**config.mk**
```make
export PLATFORM = sky130hd
export DESIGN_NAME = mouse_frame_ctl_flat
export DESIGN_NICKNAME = d
export VERILOG_FILES = /design/src/rtl/mouse_frame_ctl_if.sv /design/src/rtl/mouse_frame_ctl.sv /design/src/flat_wrapper.sv
export SDC_FILE = /design/constraint.sdc
export NUM_CORES = 1
export LEC_CHECK = 0
export CORE_MARGIN = 5
export CORE_UTILIZATION = 54
export CTS_CLUSTER_SIZE = 14
export DETAILED_ROUTE_END_ITERATION = 10
export GPL_ROUTABILITY_DRIVEN = 0
export PLACE_DENSITY = 0.79
export SLEW_MARGIN = 10
export SYNTH_ARGS = -nofsm -noshare
export SYNTH_HDL_FRONTEND = slang
export SYNTH_SLANG_ARGS = --single-unit
```
**constraint.sdc**
```tcl
create_clock -name clk -period 2.8 [get_ports clk]
set_clock_uncertainty 0.05 [all_clocks]
set_input_delay 0.42 -clock clk [delete_from_list [all_inputs] [get_ports clk]]
set_output_delay 0.42 -clock clk [all_outputs]
set_load 0.02 [all_outputs]
```
**src/rtl/mouse_frame_ctl_if.sv**
```systemverilog
// rtl/mouse_frame_ctl_if.sv - VGA timing interface carrying the raster counters
//
// Signals:
//   vcount  current line number
//   hcount  current pixel within the line
// Modports:
//   in   consumer of the timing stream
//   out  producer of the timing stream

interface vga_if;
    logic [10:0] vcount;
    logic [10:0] hcount;

    modport in  (input  vcount, input  hcount);
    modport out (output vcount, output hcount);
endinterface

```
**src/rtl/mouse_frame_ctl.sv**
```systemverilog
// rtl/mouse_frame_ctl.sv - frame-stable mouse position and debounced button events
//
// Filters the raw MouseCtl position and button into values that only change
// once per video frame, plus click/drag events.
//
// Ports:
//   clk         pixel clock (clk_40 domain), all state on rising edge
//   rst         synchronous active-high reset
//   vga_in      timing stream, only vcount/hcount are used
//   mouse_xpos  raw x position (may be caught mid-transition)
//   mouse_ypos  raw y position (may be caught mid-transition)
//   mouse_left  raw left button level
//   xpos, ypos  clamped position, updated once per frame
//   left_held   debounced button level
//   click       one-cycle pulse on a debounced press
//   drag        button held and latched position moved since the press

module mouse_frame_ctl #(
    parameter int X_MAX      = 799,
    parameter int Y_MAX      = 599,
    parameter int V_LATCH    = 600,
    parameter int STABLE_CNT = 2,
    parameter int DEB_CYCLES = 40000
) (
    input  logic        clk,
    input  logic        rst,
    vga_if.in           vga_in,
    input  logic [11:0] mouse_xpos,
    input  logic [11:0] mouse_ypos,
    input  logic        mouse_left,
    output logic [11:0] xpos,
    output logic [11:0] ypos,
    output logic        left_held,
    output logic        click,
    output logic        drag
);

    localparam int SW = (STABLE_CNT < 1) ? 1 : $clog2(STABLE_CNT + 1);
    localparam int DW = (DEB_CYCLES < 1) ? 1 : $clog2(DEB_CYCLES + 1);

    localparam logic [SW-1:0] STAB_TGT  = SW'(STABLE_CNT);
    localparam logic [DW-1:0] DEB_LAST  = DW'(DEB_CYCLES - 1);
    localparam logic [DW-1:0] DEB_SAT   = DW'(DEB_CYCLES);
    localparam logic [11:0]   X_MAX_L   = 12'(X_MAX);
    localparam logic [11:0]   Y_MAX_L   = 12'(Y_MAX);
    localparam logic [10:0]   V_LATCH_L = 11'(V_LATCH);

    typedef enum logic [1:0] {
        IDLE,
        PRESS_WAIT,
        HELD,
        RELEASE_WAIT
    } btn_state_t;

    // Sample stage
    logic [11:0] s_x;
    logic [11:0] s_y;
    logic        s_left;

    // Stability filter
    logic [11:0]   cand_x;
    logic [11:0]   cand_y;
    logic [SW-1:0] stab_cnt;
    logic [11:0]   pend_x;
    logic [11:0]   pend_y;

    // Button / frame state
    btn_state_t  state;
    logic [DW-1:0] deb_cnt;
    logic [11:0] click_x;
    logic [11:0] click_y;
    logic        latch_now;

    assign latch_now = (vga_in.vcount == V_LATCH_L) && (vga_in.hcount == 11'd0);

    // The raw inputs come from another register stage that can be caught
    // mid-update; one local register gives every comparison a settled value.
    always_ff @(posedge clk) begin
        if (rst) begin
            s_x    <= 12'd0;
            s_y    <= 12'd0;
            s_left <= 1'b0;
        end else begin
            s_x    <= mouse_xpos;
            s_y    <= mouse_ypos;
            s_left <= mouse_left;
        end
    end

    // A position is accepted only after STABLE_CNT identical samples in a row.
    // The counter saturates at the target, so a long stable run keeps
    // re-writing the same value into pending.
    always_ff @(posedge clk) begin
        if (rst) begin
            cand_x   <= 12'd0;
            cand_y   <= 12'd0;
            stab_cnt <= '0;
            pend_x   <= 12'd0;
            pend_y   <= 12'd0;
        end else begin
            if (s_x == cand_x && s_y == cand_y) begin
                if (stab_cnt != STAB_TGT) begin
                    stab_cnt <= stab_cnt + SW'(1);
                end
            end else begin
                cand_x   <= s_x;
                cand_y   <= s_y;
                stab_cnt <= SW'(1);
            end

            if (stab_cnt == STAB_TGT) begin
                pend_x <= (cand_x > X_MAX_L) ? X_MAX_L : cand_x;
                pend_y <= (cand_y > Y_MAX_L) ? Y_MAX_L : cand_y;
            end
        end
    end

    // Frame latch and button FSM share one block because both write drag.
    // The drag clear on entry to IDLE is written after the latch evaluation
    // so it wins when both happen in the same cycle.
    always_ff @(posedge clk) begin
        if (rst) begin
            xpos      <= 12'd0;
            ypos      <= 12'd0;
            state     <= IDLE;
            deb_cnt   <= '0;
            click_x   <= 12'd0;
            click_y   <= 12'd0;
            left_held <= 1'b0;
            click     <= 1'b0;
            drag      <= 1'b0;
        end else begin
            click <= 1'b0;

            if (latch_now) begin
                xpos <= pend_x;
                ypos <= pend_y;
                drag <= left_held && ((pend_x != click_x) || (pend_y != click_y));
            end

            case (state)
                IDLE: begin
                    if (s_left) begin
                        state   <= PRESS_WAIT;
                        deb_cnt <= '0;
                    end
                end
                PRESS_WAIT: begin
                    if (!s_left) begin
                        state <= IDLE;
                        drag  <= 1'b0;
                    end else if (deb_cnt == DEB_LAST) begin
                        state     <= HELD;
                        left_held <= 1'b1;
                        click     <= 1'b1;
                        click_x   <= pend_x;
                        click_y   <= pend_y;
                    end else if (deb_cnt != DEB_SAT) begin
                        deb_cnt <= deb_cnt + DW'(1);
                    end
                end
                HELD: begin
                    if (!s_left) begin
                        state   <= RELEASE_WAIT;
                        deb_cnt <= '0;
                    end
                end
                RELEASE_WAIT: begin
                    if (s_left) begin
                        state <= HELD;
                    end else if (deb_cnt == DEB_LAST) begin
                        state     <= IDLE;
                        left_held <= 1'b0;
                        drag      <= 1'b0;
                    end else if (deb_cnt != DEB_SAT) begin
                        deb_cnt <= deb_cnt + DW'(1);
                    end
                end
                default: begin
                    state <= IDLE;
                end
            endcase
        end
    end

endmodule

```
**src/flat_wrapper.sv**
```systemverilog
// flat-port wrapper written by rule: the top's interface ports become plain ports
module mouse_frame_ctl_flat 
#(
    parameter int X_MAX      = 799,
    parameter int Y_MAX      = 599,
    parameter int V_LATCH    = 600,
    parameter int STABLE_CNT = 2,
    parameter int DEB_CYCLES = 40000
)
  (clk, rst, mouse_xpos, mouse_ypos, mouse_left, xpos, ypos, left_held, click, drag, vga_in_vcount, vga_in_hcount);
  vga_if vga_in_i ();
  input  logic clk;
  input  logic rst;
  input  logic [11:0] mouse_xpos;
  input  logic [11:0] mouse_ypos;
  input  logic mouse_left;
  output logic [11:0] xpos;
  output logic [11:0] ypos;
  output logic left_held;
  output logic click;
  output logic drag;
  input wire logic [$bits(vga_in_i.vcount)-1:0] vga_in_vcount;
  input wire logic [$bits(vga_in_i.hcount)-1:0] vga_in_hcount;
  assign vga_in_i.vcount = vga_in_vcount;
  assign vga_in_i.hcount = vga_in_hcount;
  mouse_frame_ctl #(.X_MAX(X_MAX), .Y_MAX(Y_MAX), .V_LATCH(V_LATCH), .STABLE_CNT(STABLE_CNT), .DEB_CYCLES(DEB_CYCLES)) u_core (.clk(clk), .rst(rst), .vga_in(vga_in_i), .mouse_xpos(mouse_xpos), .mouse_ypos(mouse_ypos), .mouse_left(mouse_left), .xpos(xpos), .ypos(ypos), .left_held(left_held), .click(click), .drag(drag));
endmodule
```
==> impl_metrics.ini <==
[layout]
num_antenna_cells = 0
nNetsFinal = 758
final_area_um2 = 7070
area_growth_syn_to_layout_pct = 25.0
post-route-util = 0.687
largest_reg_flops = 16
drive_gt1_frac = 0.0695
top_register = u_core.deb_cnt

[placed_design]
place.port_buffers = 75
hpwl_mm = 8.57
placed_cell_area_um2 = 6470

[worst_setup_path]
worstPathArrival_ns = 2.71
cp_cell_sequence = ha_1 -> inv_1 -> or3_1 -> or3_1 -> nand2_1 -> a21oi_1
cpPeakStageDelay_ns = 0.76
timing.rr.end = u_core.click_x[1]
r2r_start = u_core.deb_cnt[0]
critPathLaunchType = flip-flop
critPathBufInv = 1
end_kind = flip-flop
cpMostUsedCell = or3_1
reg2reg_depth = 6
cp_slowest_cell = or3_1
critPathKind = reg -> reg
crit_family = simple AND/OR/NAND/NOR gates
crit_fanout = 24
worstPathRequired_ns = 3.12
r2r_slack_ns = 0.41

[clock_tree]
clkLatencyLatePin_ns = 0.51
cts_tree = done
ctsResizeCount = 0
cts_buffers = 17
clk_pin_slew_ns = 0.07
cts_buffer_depth = 2
cts_setup_buffers = 0
htree_levels = 4
hold_buffers = 0
cts-root-buf = clkbuf_8
cts.sinks = 144

[yosys]
syn_area_per_cell_um2 = 8.84
synth_ff_type = dfxtp_1
syn_nets = 691
synth_area_um2 = 5650
ys_seq_area_frac = 0.510
yosys_warnings = 0
syn_inst = 639
netlist.area_leader.share = 0.510
synth_area_leaders = dfxtp_1 (51%), nand2_1 (7.0%), a21oi_1 (6.6%), nor2b_1 (6.0%), xor2_1 (4.0%)
ys_async_sr_fraction = 0
yosysUniqueCellTypes = 45
synth_edf_count = 0
synth-seq-cells = 144
yosysTopAreaCell = dfxtp_1

[timing]
finalHoldViolCount = 0
min_period_ns = 2.39
setup_tns_ns = 0
slew_headroom = 0.337
period_share = 0.853
holdWs_ns = 0.308
setup_violations = 0
max_freq_mhz = 419
slew_viol_final = 0
tightest_slew_ns = 0.987
rsz0062_at_grt = no

[route]
routed_via_density = 5.37
drc = 0
wire_per_inst_um = 14.6
vias = 4595
drtIter0Drc = 323
antenna_left = 0
firstDrtPassIters = 5
wirelength_mm = 12.5

[global_route]
gr-total-overflow = 0
grt_usage = 0.203
grt_pass1_wl_mm = 21.1
antenna_found_initial = 0
grt_max_degree = 62
grt_pass1_vias = 4502

[power_and_ir_drop]
p_per_area_nw_per_um2 = 642
vdd_drop_max_mv = 0.438
switchingPower_mw = 1.02
switching_share = 0.224
pwr-share-seq = 0.466
power_mw = 4.53
power.share.clock = 0.491
p_int_mw = 3.52
combPwrFrac = 0.043
p_leak_nw = 2.56

[min_path]
hp-start = rst
hp-class = in -> reg
hold_end = u_core.s_x[11]
hold_depth = 2

[floorplan]
ios = 76
start_util = 0.550
die_area_um2 = 12600
die_w_um = 112
num_rows = 37
die_h_um = 112
coreArea_um2 = 10300

[run]
cap_violations = 0

[outcome]
status = complete, no violations
## logic make-up (layout without fill, tap and decap cells)
logic type               count (synthesis)  count (layout)  synth area share
AO/OA/AOI/OAI                          105             105             0.106
XOR/XNOR                                51              51            0.0791
adder cells (fa/ha/maj)                  3               3           0.00664
buffers and inverters                   45             125            0.0348
flip-flops                             144             144             0.510
multiplexers                             1               1           0.00177
AND/OR/NAND/NOR                        290             290             0.262
## metal layers
| layer | part of all wire | track usage |
|---|---|---|
| met1 | 0.43 | 0.247 |
| met2 | 0.50 | 0.354 |
| met3 | 0.045 | 0.0512 |
| met4 | 0.020 | 0.0649 |
| met5 | 0 | 0 |
## Yosys cell counts (2+ instances only)
cell      count
a211oi_1      6
a21oi_1      75
and2_1        4
and3_1        3
buf_1         3
buf_2         4
buf_4         2
buf_6         2
clkbuf_1     24
dfxtp_1     144
ha_1          3
inv_1        10
nand2_1     106
nand2b_1      3
nand3_1      13
nand4_1      17
nand4_2       2
nor2_1       39
nor2b_1      54
nor3_1       13
nor4_1       13
o21ai_0       6
o21bai_1      2
o311ai_0      3
o31ai_1       7
or2_2         3
or3_1         4
or4_1         8
xnor2_1      25
xor2_1       26
## layout make-up
| cell class | instances | area [um^2] |
|---|---|---|
| sequential | 144 | 2880 |
| clock buffer | 18 | 428 |
| fill | 788 | 3210 |
| clock inverter | 14 | 168 |
| inverter | 10 | 37.5 |
| timing repair buffer | 83 | 808 |
| multi-input combinational | 450 | 2570 |
| tap | 136 | 170 |
## power by group through the flow
stage / combinational (mW) / clock, mW / sequential [mW]
5_1_grt: 0.211 / 2.37 / 2.12
2_1_floorplan: 0.102 / 0 / 2.15
6_report: 0.194 / 2.23 / 2.11
3_5_place_dp: 0.194 / 0 / 2.16
3_3_place_gp: 0.188 / 0 / 2.16
4_1_cts: 0.196 / 2.26 / 2.11
## worst max-delay path by stage
| stage | from | to | slack (ns) | depth (start not counted) |
|---|---|---|---|---|
| 3_5_place_dp | u_core.deb_cnt[1] | u_core.click_x[1] | 0.46 | 6 |
| 6_report | u_core.deb_cnt[0] | u_core.click_x[1] | 0.41 | 6 |
| 3_3_place_gp | u_core.deb_cnt[1] | u_core.click_x[4] | 0.52 | 6 |
| 5_1_grt | u_core.deb_cnt[9] | u_core.click_y[0] | 0.25 | 5 |
| 4_1_cts | u_core.deb_cnt[1] | u_core.click_x[1] | 0.44 | 6 |
| 2_1_floorplan | u_core.deb_cnt[1] | u_core.click_y[3] | 0.73 | 9 |
## cells in the final DEF (no fill, tap or decap), types with 6 or more instances in the layout
master           instances
a211oi_1                 6
a21oi_1                 75
buf_4                    9
clkbuf_16               16
clkdlybuf4s50_1         74
dfxtp_1                144
inv_1                   10
nand2_1                106
nand3_1                 13
nand4_1                 17
nor2_1                  39
nor2b_1                 54
nor3_1                  13
nor4_1                  13
o21ai_0                  6
o31ai_1                  7
or4_1                    8
xnor2_1                 25
xor2_1                  26
## per-stage QoR
step / instances / setup WS, ns
after global placement: 823 / 0.516
after floorplan: 639 / 0.734
after CTS: 855 / 0.440
after detailed placement: 823 / 0.463
final: 855 / 0.411
after global routing: 855 / 0.249
No activity file was read; power rests on OpenSTA's default activity.
